**src/rtl/noc_pkg.sv**
```systemverilog
`default_nettype none
// ============================================================================
// Module   : noc_pkg
// Brief    : Shared flit geometry, counter limits and dest-field helper for
//            the PE <-> H-tree fabric adapter.
// Revision : 1.0  initial release
// ============================================================================
package noc_pkg;

    localparam int c_DATA_WIDTH    = 34;
    localparam int c_ADDR_WIDTH    = 2;
    localparam int c_PAYLOAD_WIDTH = c_DATA_WIDTH - c_ADDR_WIDTH;

    localparam int               c_CNT_WIDTH = 8;
    localparam logic [c_CNT_WIDTH-1:0] c_CNT_MAX = '1;

    // Destination field lives in the flit MSBs; the switches route on it.
    function automatic logic [c_ADDR_WIDTH-1:0] flit_dest(
        input logic [c_DATA_WIDTH-1:0] flit
    );
        return flit[c_DATA_WIDTH-1 -: c_ADDR_WIDTH];
    endfunction

endpackage
`default_nettype wire

```
**src/rtl/noc_sync_fifo.sv**
```systemverilog
`default_nettype none
// ============================================================================
// Module   : noc_sync_fifo
// Brief    : Synchronous FWFT FIFO with registered head, valid, ready and
//            level outputs; asynchronous active-high reset.
// Revision : 1.0  initial release
// ============================================================================
module noc_sync_fifo
    import noc_pkg::*;
#(
    parameter int WIDTH = 32,
    parameter int DEPTH = 4
) (
    input  logic                       clk,
    input  logic                       rst,
    input  logic                       wr_en,
    input  logic [WIDTH-1:0]           wr_data,
    output logic                       wr_ready,
    input  logic                       rd_en,
    output logic [WIDTH-1:0]           rd_data,
    output logic                       rd_valid,
    output logic [$clog2(DEPTH):0]     level
);

    localparam int c_PW = $clog2(DEPTH);
    localparam logic [c_PW:0] c_DEPTH = (c_PW+1)'(DEPTH);

    logic [WIDTH-1:0] r_mem [DEPTH];
    logic [c_PW:0]    r_wr_ptr;
    logic [c_PW:0]    r_rd_ptr;
    logic [c_PW:0]    r_level;
    logic [WIDTH-1:0] r_head;
    logic             r_valid;
    logic             r_ready;

    logic             w_wr;
    logic             w_rd;
    logic [c_PW:0]    w_wr_ptr_nxt;
    logic [c_PW:0]    w_rd_ptr_nxt;
    logic [c_PW:0]    w_level_nxt;
    logic [c_PW:0]    w_level_after_rd;
    logic [WIDTH-1:0] w_head_nxt;

    assign w_wr = wr_en & r_ready;
    assign w_rd = rd_en & r_valid;

    assign w_wr_ptr_nxt     = r_wr_ptr + (c_PW+1)'(w_wr);
    assign w_rd_ptr_nxt     = r_rd_ptr + (c_PW+1)'(w_rd);
    assign w_level_nxt      = w_wr_ptr_nxt - w_rd_ptr_nxt;
    assign w_level_after_rd = r_level - (c_PW+1)'(w_rd);

    // Next head: a write into an (effectively) empty FIFO bypasses storage,
    // otherwise the entry at the advanced read pointer is already in memory.
    always_comb begin
        w_head_nxt = '0;
        if (w_level_nxt != '0) begin
            if (w_wr && (w_level_after_rd == '0)) begin
                w_head_nxt = wr_data;
            end else begin
                w_head_nxt = r_mem[w_rd_ptr_nxt[c_PW-1:0]];
            end
        end
    end

    // Storage array; no reset needed since occupancy is tracked by pointers.
    always_ff @(posedge clk) begin
        if (w_wr) begin
            r_mem[r_wr_ptr[c_PW-1:0]] <= wr_data;
        end
    end

    // Pointers and registered status/head; ready stays low during reset.
    always_ff @(posedge clk or posedge rst) begin
        if (rst) begin
            r_wr_ptr <= '0;
            r_rd_ptr <= '0;
            r_level  <= '0;
            r_head   <= '0;
            r_valid  <= 1'b0;
            r_ready  <= 1'b0;
        end else begin
            r_wr_ptr <= w_wr_ptr_nxt;
            r_rd_ptr <= w_rd_ptr_nxt;
            r_level  <= w_level_nxt;
            r_head   <= w_head_nxt;
            r_valid  <= (w_level_nxt != '0);
            r_ready  <= (w_level_nxt != c_DEPTH);
        end
    end

    assign wr_ready = r_ready;
    assign rd_data  = r_head;
    assign rd_valid = r_valid;
    assign level    = r_level;

endmodule
`default_nettype wire

```
**src/rtl/pe_noc_adapter.sv**
```systemverilog
`default_nettype none
// ============================================================================
// Module   : pe_noc_adapter
// Brief    : PE network interface: packs/queues outgoing flits, filters and
//            buffers incoming flits, counts self-sends and misroutes.
// Revision : 1.0  initial release
// ============================================================================
module pe_noc_adapter
    import noc_pkg::*;
#(
    parameter int DATA_WIDTH = c_DATA_WIDTH,
    parameter int ADDR_WIDTH = c_ADDR_WIDTH,
    parameter int MY_ADDR    = 0,
    parameter int TX_DEPTH   = 4
) (
    input  logic                           i_sclk,
    input  logic                           i_reset,
    input  logic [DATA_WIDTH-ADDR_WIDTH-1:0] i_pe_data,
    input  logic [ADDR_WIDTH-1:0]          i_pe_dest,
    input  logic                           i_pe_valid,
    output logic                           o_pe_ready,
    output logic [DATA_WIDTH-1:0]          o_data,
    output logic                           o_data_valid,
    input  logic                           i_data_ready,
    input  logic [DATA_WIDTH-1:0]          i_data,
    input  logic                           i_data_valid,
    output logic                           o_data_ready,
    output logic [DATA_WIDTH-ADDR_WIDTH-1:0] o_pe_rx_data,
    output logic                           o_pe_rx_valid,
    input  logic                           i_pe_rx_ready,
    output logic [$clog2(TX_DEPTH):0]      o_tx_level,
    output logic [c_CNT_WIDTH-1:0]         o_drop_count,
    output logic [c_CNT_WIDTH-1:0]         o_misroute_count
);

    localparam int                    c_PW   = DATA_WIDTH - ADDR_WIDTH;
    localparam logic [ADDR_WIDTH-1:0] c_SELF = ADDR_WIDTH'(MY_ADDR);

    logic                   w_tx_ready;
    logic                   w_rx_ready;
    logic                   w_pe_fire;
    logic                   w_tx_wr;
    logic                   w_drop_inc;
    logic                   w_fab_fire;
    logic                   w_rx_wr;
    logic                   w_mis_inc;
    logic [1:0]             w_rx_level;
    logic [c_CNT_WIDTH-1:0] r_drop_count;
    logic [c_CNT_WIDTH-1:0] r_misroute_count;

    // Self-addressed sends are accepted but never reach the fabric.
    assign w_pe_fire  = i_pe_valid & w_tx_ready;
    assign w_tx_wr    = w_pe_fire & (i_pe_dest != c_SELF);
    assign w_drop_inc = w_pe_fire & (i_pe_dest == c_SELF);

    // Flits for another PE are consumed so they cannot block the fabric.
    assign w_fab_fire = i_data_valid & w_rx_ready;
    assign w_rx_wr    = w_fab_fire & (flit_dest(i_data) == c_SELF);
    assign w_mis_inc  = w_fab_fire & (flit_dest(i_data) != c_SELF);

    noc_sync_fifo #(
        .WIDTH (DATA_WIDTH),
        .DEPTH (TX_DEPTH)
    ) u_tx_fifo (
        .clk      (i_sclk),
        .rst      (i_reset),
        .wr_en    (w_tx_wr),
        .wr_data  ({i_pe_dest, i_pe_data}),
        .wr_ready (w_tx_ready),
        .rd_en    (i_data_ready),
        .rd_data  (o_data),
        .rd_valid (o_data_valid),
        .level    (o_tx_level)
    );

    noc_sync_fifo #(
        .WIDTH (c_PW),
        .DEPTH (2)
    ) u_rx_fifo (
        .clk      (i_sclk),
        .rst      (i_reset),
        .wr_en    (w_rx_wr),
        .wr_data  (i_data[c_PW-1:0]),
        .wr_ready (w_rx_ready),
        .rd_en    (i_pe_rx_ready),
        .rd_data  (o_pe_rx_data),
        .rd_valid (o_pe_rx_valid),
        .level    (w_rx_level)
    );

    // Saturating event counters for discarded sends and misrouted flits.
    always_ff @(posedge i_sclk or posedge i_reset) begin
        if (i_reset) begin
            r_drop_count     <= '0;
            r_misroute_count <= '0;
        end else begin
            if (w_drop_inc && (r_drop_count != c_CNT_MAX)) begin
                r_drop_count <= r_drop_count + 1'b1;
            end
            if (w_mis_inc && (r_misroute_count != c_CNT_MAX)) begin
                r_misroute_count <= r_misroute_count + 1'b1;
            end
        end
    end

    assign o_pe_ready       = w_tx_ready;
    assign o_data_ready     = w_rx_ready;
    assign o_drop_count     = r_drop_count;
    assign o_misroute_count = r_misroute_count;

    // RX occupancy is not exported; fold it in so it is visibly consumed.
    logic w_unused;
    assign w_unused = ^w_rx_level;

endmodule
`default_nettype wire

```
**config.mk**
```make
export PLATFORM = sky130hd
export DESIGN_NAME = pe_noc_adapter
export DESIGN_NICKNAME = d
export VERILOG_FILES = /design/src/rtl/noc_pkg.sv /design/src/rtl/noc_sync_fifo.sv /design/src/rtl/pe_noc_adapter.sv
export SDC_FILE = /design/constraint.sdc
export NUM_CORES = 1
export LEC_CHECK = 0
export ABC_AREA = 1
export CAP_MARGIN = 40
export CORE_ASPECT_RATIO = 0.5
export CORE_UTILIZATION = 60
export DETAILED_ROUTE_END_ITERATION = 12
export PLACE_DENSITY_LB_ADDON = 0.15
export SLEW_MARGIN = 15
export SYNTH_ARGS = -nofsm -noshare
export SYNTH_HDL_FRONTEND = slang
export SYNTH_SLANG_ARGS = --single-unit
```
**constraint.sdc**
```tcl
create_clock -name i_sclk -period 8 [get_ports i_sclk]
set_input_delay 2 -clock i_sclk [delete_from_list [all_inputs] [get_ports i_sclk]]
set_output_delay 2 -clock i_sclk [all_outputs]
set_load 0.005 [all_outputs]
```
* Word level (Yosys, flattened, before mapping)
Memories as Yosys holds them, arrays and structs flattened.
Index checks and enable logic that the tools add are counted.
** Storage, ports and cells
- Register bits after elaboration :: 101
- Memories kept :: 2
- Bits in writable memories :: 200
- Output and inout port bits :: 89
** Operators by class
- Reductions and logical operators :: 12
- Equality and inequality tests :: 4
- $add $sub $neg :: 10
- Mux-type cells :: 8
- Bitwise logic cells :: 10
** Memories
- u_tx_fifo.r_mem :: depth 4, bits a word 34, rd ports 1, clocked after memory_dff 0, write ports 1, RTL line noc_sync_fifo.sv:28 : logic [WIDTH-1:0] r_mem [DEPTH];
- u_rx_fifo.r_mem :: depth 2, bits a word 32, rd ports 1, clocked after memory_dff 0, write ports 1, RTL line noc_sync_fifo.sv:28
** Operators by type and width (number)
- 34-bit two-way mux :: 2
- 32-bit two-way mux :: 2
- 8-bit by 1-bit adder with 8-bit output (second input constant) :: 2
- 8-bit != test (second input constant) :: 2
- 1-bit bitwise AND :: 10
- 3-bit by 1-bit adder with 3-bit output :: 2
- 2-bit zero test :: 3
- 2-bit nonzero test :: 3
- 2-bit by 1-bit adder with 2-bit output :: 2
- 1-bit logical AND :: 4
- 1-bit two-way mux :: 4
- 3-bit zero test :: 1
- 3-bit != test (second input constant) :: 1
- 3-bit nonzero test :: 1
- 3-bit by 1-bit subtractor with 3-bit output :: 1
- 3-bit subtractor :: 1
- 2-bit != test (second input constant) :: 1
- 2-bit by 1-bit subtractor with 2-bit output :: 1
- 2-bit subtractor :: 1

* Longest topological paths before layout
- Depth in word-level cells :: 7
- Mapped depth :: 14
- Gate-level depth less buffers :: 13

* Modules after synthesis
A second synthesis with hierarchy kept.
** Unflattened totals
- Cells, all modules :: 1213
- Area, all modules :: 12672.2 um^2
** Modules (own cells, without submodules)
- noc_sync_fifo (u_tx_fifo) :: times used 1, seq. area each 5210.0 um^2, cells each 652, area an instance 7377.1 um^2
- noc_sync_fifo (u_rx_fifo) :: times used 1, seq. area each 2922.8 um^2, cells each 418, area an instance 4306.6 um^2
- pe_noc_adapter :: times used 1, seq. area each 400.4 um^2, cells each 143, area an instance 988.4 um^2

* Worst setup path after synthesis
No wires, ideal clock.
- Path kind :: input -> register
- Start :: input i_pe_valid
- End :: memory u_tx_fifo.r_mem[0][0] (netlist name) (enable)
- Cell stages on the path :: 5
- Required time :: 7.532 ns
- Arrival :: 4.948 ns
- Path buffers :: 1
- Library setup time :: 0.468 ns
- Path slack :: 2.584 ns
- Cells stage by stage :: nand2_1 -> nor2_4 -> buf_2 -> inv_1 -> nor3_1
** Between the ends
- Cells in the longest elaborated chain, start to end :: 5
** Ends and longest elaborated chain
- start, declared :: RTL line pe_noc_adapter.sv:20 : input logic i_pe_valid,
- 1-bit bitwise AND :: RTL line pe_noc_adapter.sv:52 : assign w_pe_fire = i_pe_valid & w_tx_ready;
- 1-bit bitwise AND :: RTL line pe_noc_adapter.sv:53 : assign w_tx_wr = w_pe_fire & (i_pe_dest != c_SELF);
- 1-bit bitwise AND :: RTL line noc_sync_fifo.sv:44 : assign w_wr = wr_en & r_ready;
- 1-bit two-way mux :: RTL line noc_sync_fifo.sv:67 : if (w_wr) begin
- 1-bit two-way mux (implied by the code) :: RTL line noc_sync_fifo.sv:68 : r_mem[r_wr_ptr[c_PW-1:0]] <= wr_data;
- end, declared :: RTL line noc_sync_fifo.sv:28
Every way passes these cells.

* Final worst setup path
- Start :: input i_pe_dest[1]
- End :: register u_tx_fifo.r_head[18] (netlist: u_tx_fifo.rd_data[18])
** Between the ends
- Cells in the longest elaborated chain, start to end :: 7
- Elaborated cells between the ends (all ways) :: 9
- Those cells by class :: 2 x add/sub; 2 x mux; 2 x bitwise; 3 x reduce/logical
** Ends and longest elaborated chain
- start, declared :: RTL line pe_noc_adapter.sv:19 : input logic [ADDR_WIDTH-1:0] i_pe_dest,
- 2-bit nonzero test :: RTL line pe_noc_adapter.sv:53
- 1-bit bitwise AND :: RTL line pe_noc_adapter.sv:53
- 1-bit bitwise AND :: RTL line noc_sync_fifo.sv:44
- 3-bit by 1-bit adder with 3-bit output :: RTL line noc_sync_fifo.sv:47 : assign w_wr_ptr_nxt = r_wr_ptr + (c_PW+1)'(w_wr);
- via u_tx_fifo.w_wr_ptr_nxt[0] :: RTL line noc_sync_fifo.sv:38 : logic [c_PW:0] w_wr_ptr_nxt;
- 3-bit subtractor :: RTL line noc_sync_fifo.sv:49 : assign w_level_nxt = w_wr_ptr_nxt - w_rd_ptr_nxt;
- 3-bit nonzero test :: RTL line noc_sync_fifo.sv:56 : if (w_level_nxt != '0) begin
- 34-bit two-way mux :: RTL line noc_sync_fifo.sv:56
- via u_tx_fifo.w_head_nxt[18] :: RTL line noc_sync_fifo.sv:42 : logic [WIDTH-1:0] w_head_nxt;
- end signal, assigned :: RTL line noc_sync_fifo.sv:85 : r_head <= w_head_nxt;
- end, declared :: RTL line noc_sync_fifo.sv:32 : logic [WIDTH-1:0] r_head;
The timed path passes the listed nets, and every way through them passes these cells.
A chain may end at the register's enable or synchronous reset.

==> metrics.md <==
| Metric | Value |
|---|---|
| Endpoint required time on the critical path | `around 8.5 ns` |
| Number of DRC violations after detailed routing | `0` |
| Number of rows created at floorplan | `37` |
| Worst clock skew on the final layout | `0.0249 ns` |
| Total wirelength of the detailed-routed design | `28,500 um` |
| Crit path max fanout | `37` |
| Buffer levels on the longest clock path | `3` |
| Endpoint of the most critical setup path | `u_tx_fifo.rd_data[18]$_DFF_PP0_` |
| Average cell area after synthesis | `10.5 um2` |
| Layout cell share with drive strength beyond 1 | `5.44%` |
| RSZ-0062 raised after global routing | `no` |
| Area of the core | `20,600 um2` |
| Hold violation count in the final report | `0` |
| Commonest cells after routing, fill and taps aside | `sky130_fd_sc_hd__nand2_1, sky130_fd_sc_hd__edfxtp_1, sky130_fd_sc_hd__clkdlybuf4s50_1` |
| Boundary pin count | `about 160` |
| First element of the critical path | `i_pe_dest[1]` |
| Power per cell area | `around 400 nW/um2` |
| Initial antenna violation count | `2` |
| Number of buffers inserted during clock tree synthesis | `27` |
| Number of pins with negative max-slew slack in the final report | `0` |
| Skew-Pair Late Insertion Delay | `approximately 0.55 ns` |
| Crit Reg-Reg Endpoint | `u_tx_fifo.rd_data[18]$_DFF_PP0_` |
| Number of synthesized register bits | `301` |
| Reg2Reg Depth | `11` |
| Post-CTS Setup Repair Bufs | `0` |
| Number of warning messages in the yosys log | `0` |
| Worst min path class | `reg -> reg` |
| Most common library cell in the layout ignoring fill and taps | `sky130_fd_sc_hd__nand2_1` |
| Final antenna-violating net count | `0` |
| Sum of net half-perimeters after detailed placement | `16,600 um` |
| Number of violations of the max-capacitance limit | `0` |
| Ordered cell list for the critical path | `clkdlybuf4s50_1 > nor2_1 > nor2_4 > buf_4 > ha_1 > inv_1 > ha_1 > fa_1 > nand2_1 > clkinv_1 > buf_16 > a21oi_1` |
| Fraction of the cycle the final worst path needs | `63.0%` |
| Cell area after synthesis | `12,600 um2` |
| Deepest level of the CTS H-tree | `1` |
| Vias in the first global route | `9,020` |
| Worst slack at placement | `around 2.5 ns` |
| Worst reg2reg setup slack | `~4.6 ns` |
| Post-layout instance count excluding filler cells | `~1,700` |
| Final setup vio count | `0` |
| Critical path's most frequent cell | `sky130_fd_sc_hd__ha_1` |
| Sink count of the clock tree | `around 300` |
| Height of the die | `105 um` |
| Relative slew margins | `45.2%` |
| Top-area cell type share of the netlist area | `between 40% and 50%` |
| Dominant cells by area after synthesis | `sky130_fd_sc_hd__edfxtp_1, sky130_fd_sc_hd__dfrtp_1, sky130_fd_sc_hd__nand2_1, sky130_fd_sc_hd__nand3_1, sky130_fd_sc_hd__inv_1` |
| Status | `completed` |
| Clock tree from TritonCTS | `built` |
| Fin util | `between 70% and 80%` |
| Slew of the pin with the lowest slew margin | `between 0.8 and 0.9 ns` |
| Global-route wire length before repair | `~46,000 um` |
| Kind of capture point of the worst setup path | `flip-flop` |
| Last weighted congestion value of the routability-driven placer | `roughly 0.76` |
| Worst Setup Path Type | `in -> reg` |
| Routed vias/inst | `5.43` |
| Die area | `around 22,000 um2` |
| Overall fraction of global-route tracks in use | `a little over a quarter` |
| Number of instances in the synthesized netlist | `1,206` |
| Area leader, netlist | `sky130_fd_sc_hd__edfxtp_1` |
| Total iterations of the first detailed-routing run | `6` |
| Number of library cell types mapped by synthesis | `29` |
| Post-placement cell count | `approximately 1,600` |
| RR Startpoint | `u_tx_fifo.wr_ready$_DFF_PP0_` |
| Filler Cell Count | `1,362` |
| Post-Synthesis Net Count | `between 1,000 and 1,500` |
| Initial standard-cell utilization of the core | `slightly above 60%` |
| Maximum number of pins on one net before global-route repair | `71` |
| Kind of start point of the critical path | `primary input` |
| Area grow syn2layout | `21.9%` |
| Total negative setup slack | `0 ns` |
| Leakage | `0.00674 uW` |
| Hold-fix buffers, CTS | `0` |
| Nets@finish | `1,444` |
| Buffer cell driving the clock tree root | `sky130_fd_sc_hd__clkbuf_16` |
| Maximum single-stage delay on the critical path | `~0.6 ns` |
| Sequential share of the synthesized area | `67.6%` |
| Total overflow reported by the global router | `0` |
| Routed wire per std cell | `between 15 and 20 um` |
| Maximum clock frequency | `just under 0.2 GHz` |
| Initial DRC count | `~670` |
| Slowest stage cell, crit path | `sky130_fd_sc_hd__clkdlybuf4s50_1` |
| Vias after detailed routing | `between 8,000 and 9,000` |
| Port buffer count | `~160` |
| Chip Width | `207 um` |
| Maximum vdd ir drop | `~350 uV` |
| Final setup slack of the worst path | `a little under 3 ns` |
| Worst path arrival time | `roughly 5.5 ns` |
| Min cycle time layout | `around 5 ns` |
| Clock transition at path regs | `~0.07 ns` |
| CTS resizes | `0` |
==> synthesized netlist by cell type (all sizes together) <==
| cell | n |
|---|---|
| a21oi | 35 |
| buf | 42 |
| clkbuf | 17 |
| clkinv | 1 |
| dfrtp | 101 |
| edfxtp | 200 |
| fa | 1 |
| ha | 12 |
| inv | 140 |
| nand2 | 437 |
| nand3 | 115 |
| nand3b | 2 |
| nand4 | 35 |
| nor2 | 12 |
| nor3 | 9 |
| o21ai | 36 |
| xnor2 | 6 |
| xor2 | 5 |
==> power by group <==
part / leakage, uW / internal, uW / switching, uW
Clock: 0.000407 / 687 / 559
Sequential: 0.00304 / 2060 / 157
Combinational: 0.00329 / 1080 / 1720
==> final cells by class <==
| type | instances | area [um2] | share of cell area (%) |
|---|---|---|---|
| antenna | 1 | 2.50 | 0.0163 |
| timing repair buffer | 181 | 1880 | 12.2 |
| clock buffer | 34 | 702 | 4.56 |
| sequential | 301 | 8530 | 55.5 |
| inverter | 141 | 532 | 3.46 |
| multi-input combinational | 705 | 3270 | 21.3 |
| tap | 273 | 342 | 2.22 |
| clock inverter | 16 | 128 | 0.829 |
==> worst min-delay path by stage <==
stage | startpoint | to | slack (ns) | depth (start not counted)
after detailed placement | o_drop_count[2]$_DFFE_PP0P_ | o_drop_count[2]$_DFFE_PP0P_ | 0.51 | 1
after floorplan | u_rx_fifo.r_rd_ptr[1]$_DFF_PP0_ | u_rx_fifo.r_rd_ptr[1]$_DFF_PP0_ | 0.48 | 2
after CTS | o_drop_count[2]$_DFFE_PP0P_ | o_drop_count[2]$_DFFE_PP0P_ | 0.52 | 1
after global routing | o_drop_count[2]$_DFFE_PP0P_ | o_drop_count[2]$_DFFE_PP0P_ | 0.53 | 1
final | o_drop_count[2]$_DFFE_PP0P_ | o_drop_count[2]$_DFFE_PP0P_ | 0.51 | 1
after global placement | u_tx_fifo.r_rd_ptr[2]$_DFF_PP0_ | u_tx_fifo.r_rd_ptr[2]$_DFF_PP0_ | 0.50 | 2
==> through the flow <==
stage	hold WS (ns)	instance area, um2	total power [uW]
after floorplan	0.481	12600	3930
after global placement	0.498	14400	4740
after detailed placement	0.506	14600	5020
after CTS	0.516	15400	6280
after global routing	0.532	15400	6680
final	0.514	15400	6260
==> registers in the layout (all words and copies together), names as in the netlist, 3 cells and up <==
| register | flops |
|---|---|
| u_tx_fifo.r_mem | 136 |
| u_rx_fifo.r_mem | 64 |
| u_tx_fifo.rd_data | 34 |
| u_rx_fifo.rd_data | 32 |
| o_drop_count | 8 |
| o_misroute_count | 8 |
| u_tx_fifo.level | 3 |
| u_tx_fifo.r_rd_ptr | 3 |
| u_tx_fifo.r_wr_ptr | 3 |
==> critical path: cells and delay by family <==
family / cells / cell delay, ns
AO/OA/AOI/OAI: 1 / 0.18
adder cells (fa/ha/maj): 3 / 0.99
buffers and inverters: 5 / 2.03
AND/OR/NAND/NOR: 3 / 0.29
==> metal layers <==
metal | up-vias | wire, um | GRT usage (%)
met5 | - | 13 | 0
li1 | 4250 | - | -
met4 | 2 | 501 | 6.61
met3 | 44 | 2000 | 5.56
met2 | 323 | 14200 | 45.9
met1 | 4358 | 11900 | 35.8
==> cell families after synthesis <==
kind of cell               Yosys count  synth area share, %
xor gates and xnor gates            11                0.823
AOI/OAI and AO/OA                   71                 2.81
adders and majority gates           13                 1.35
buffers and inverters              200                 6.88
DFF                                301                 67.6
and+or+nand+nor                    610                 20.5
(Power assumes the default switching activity.)
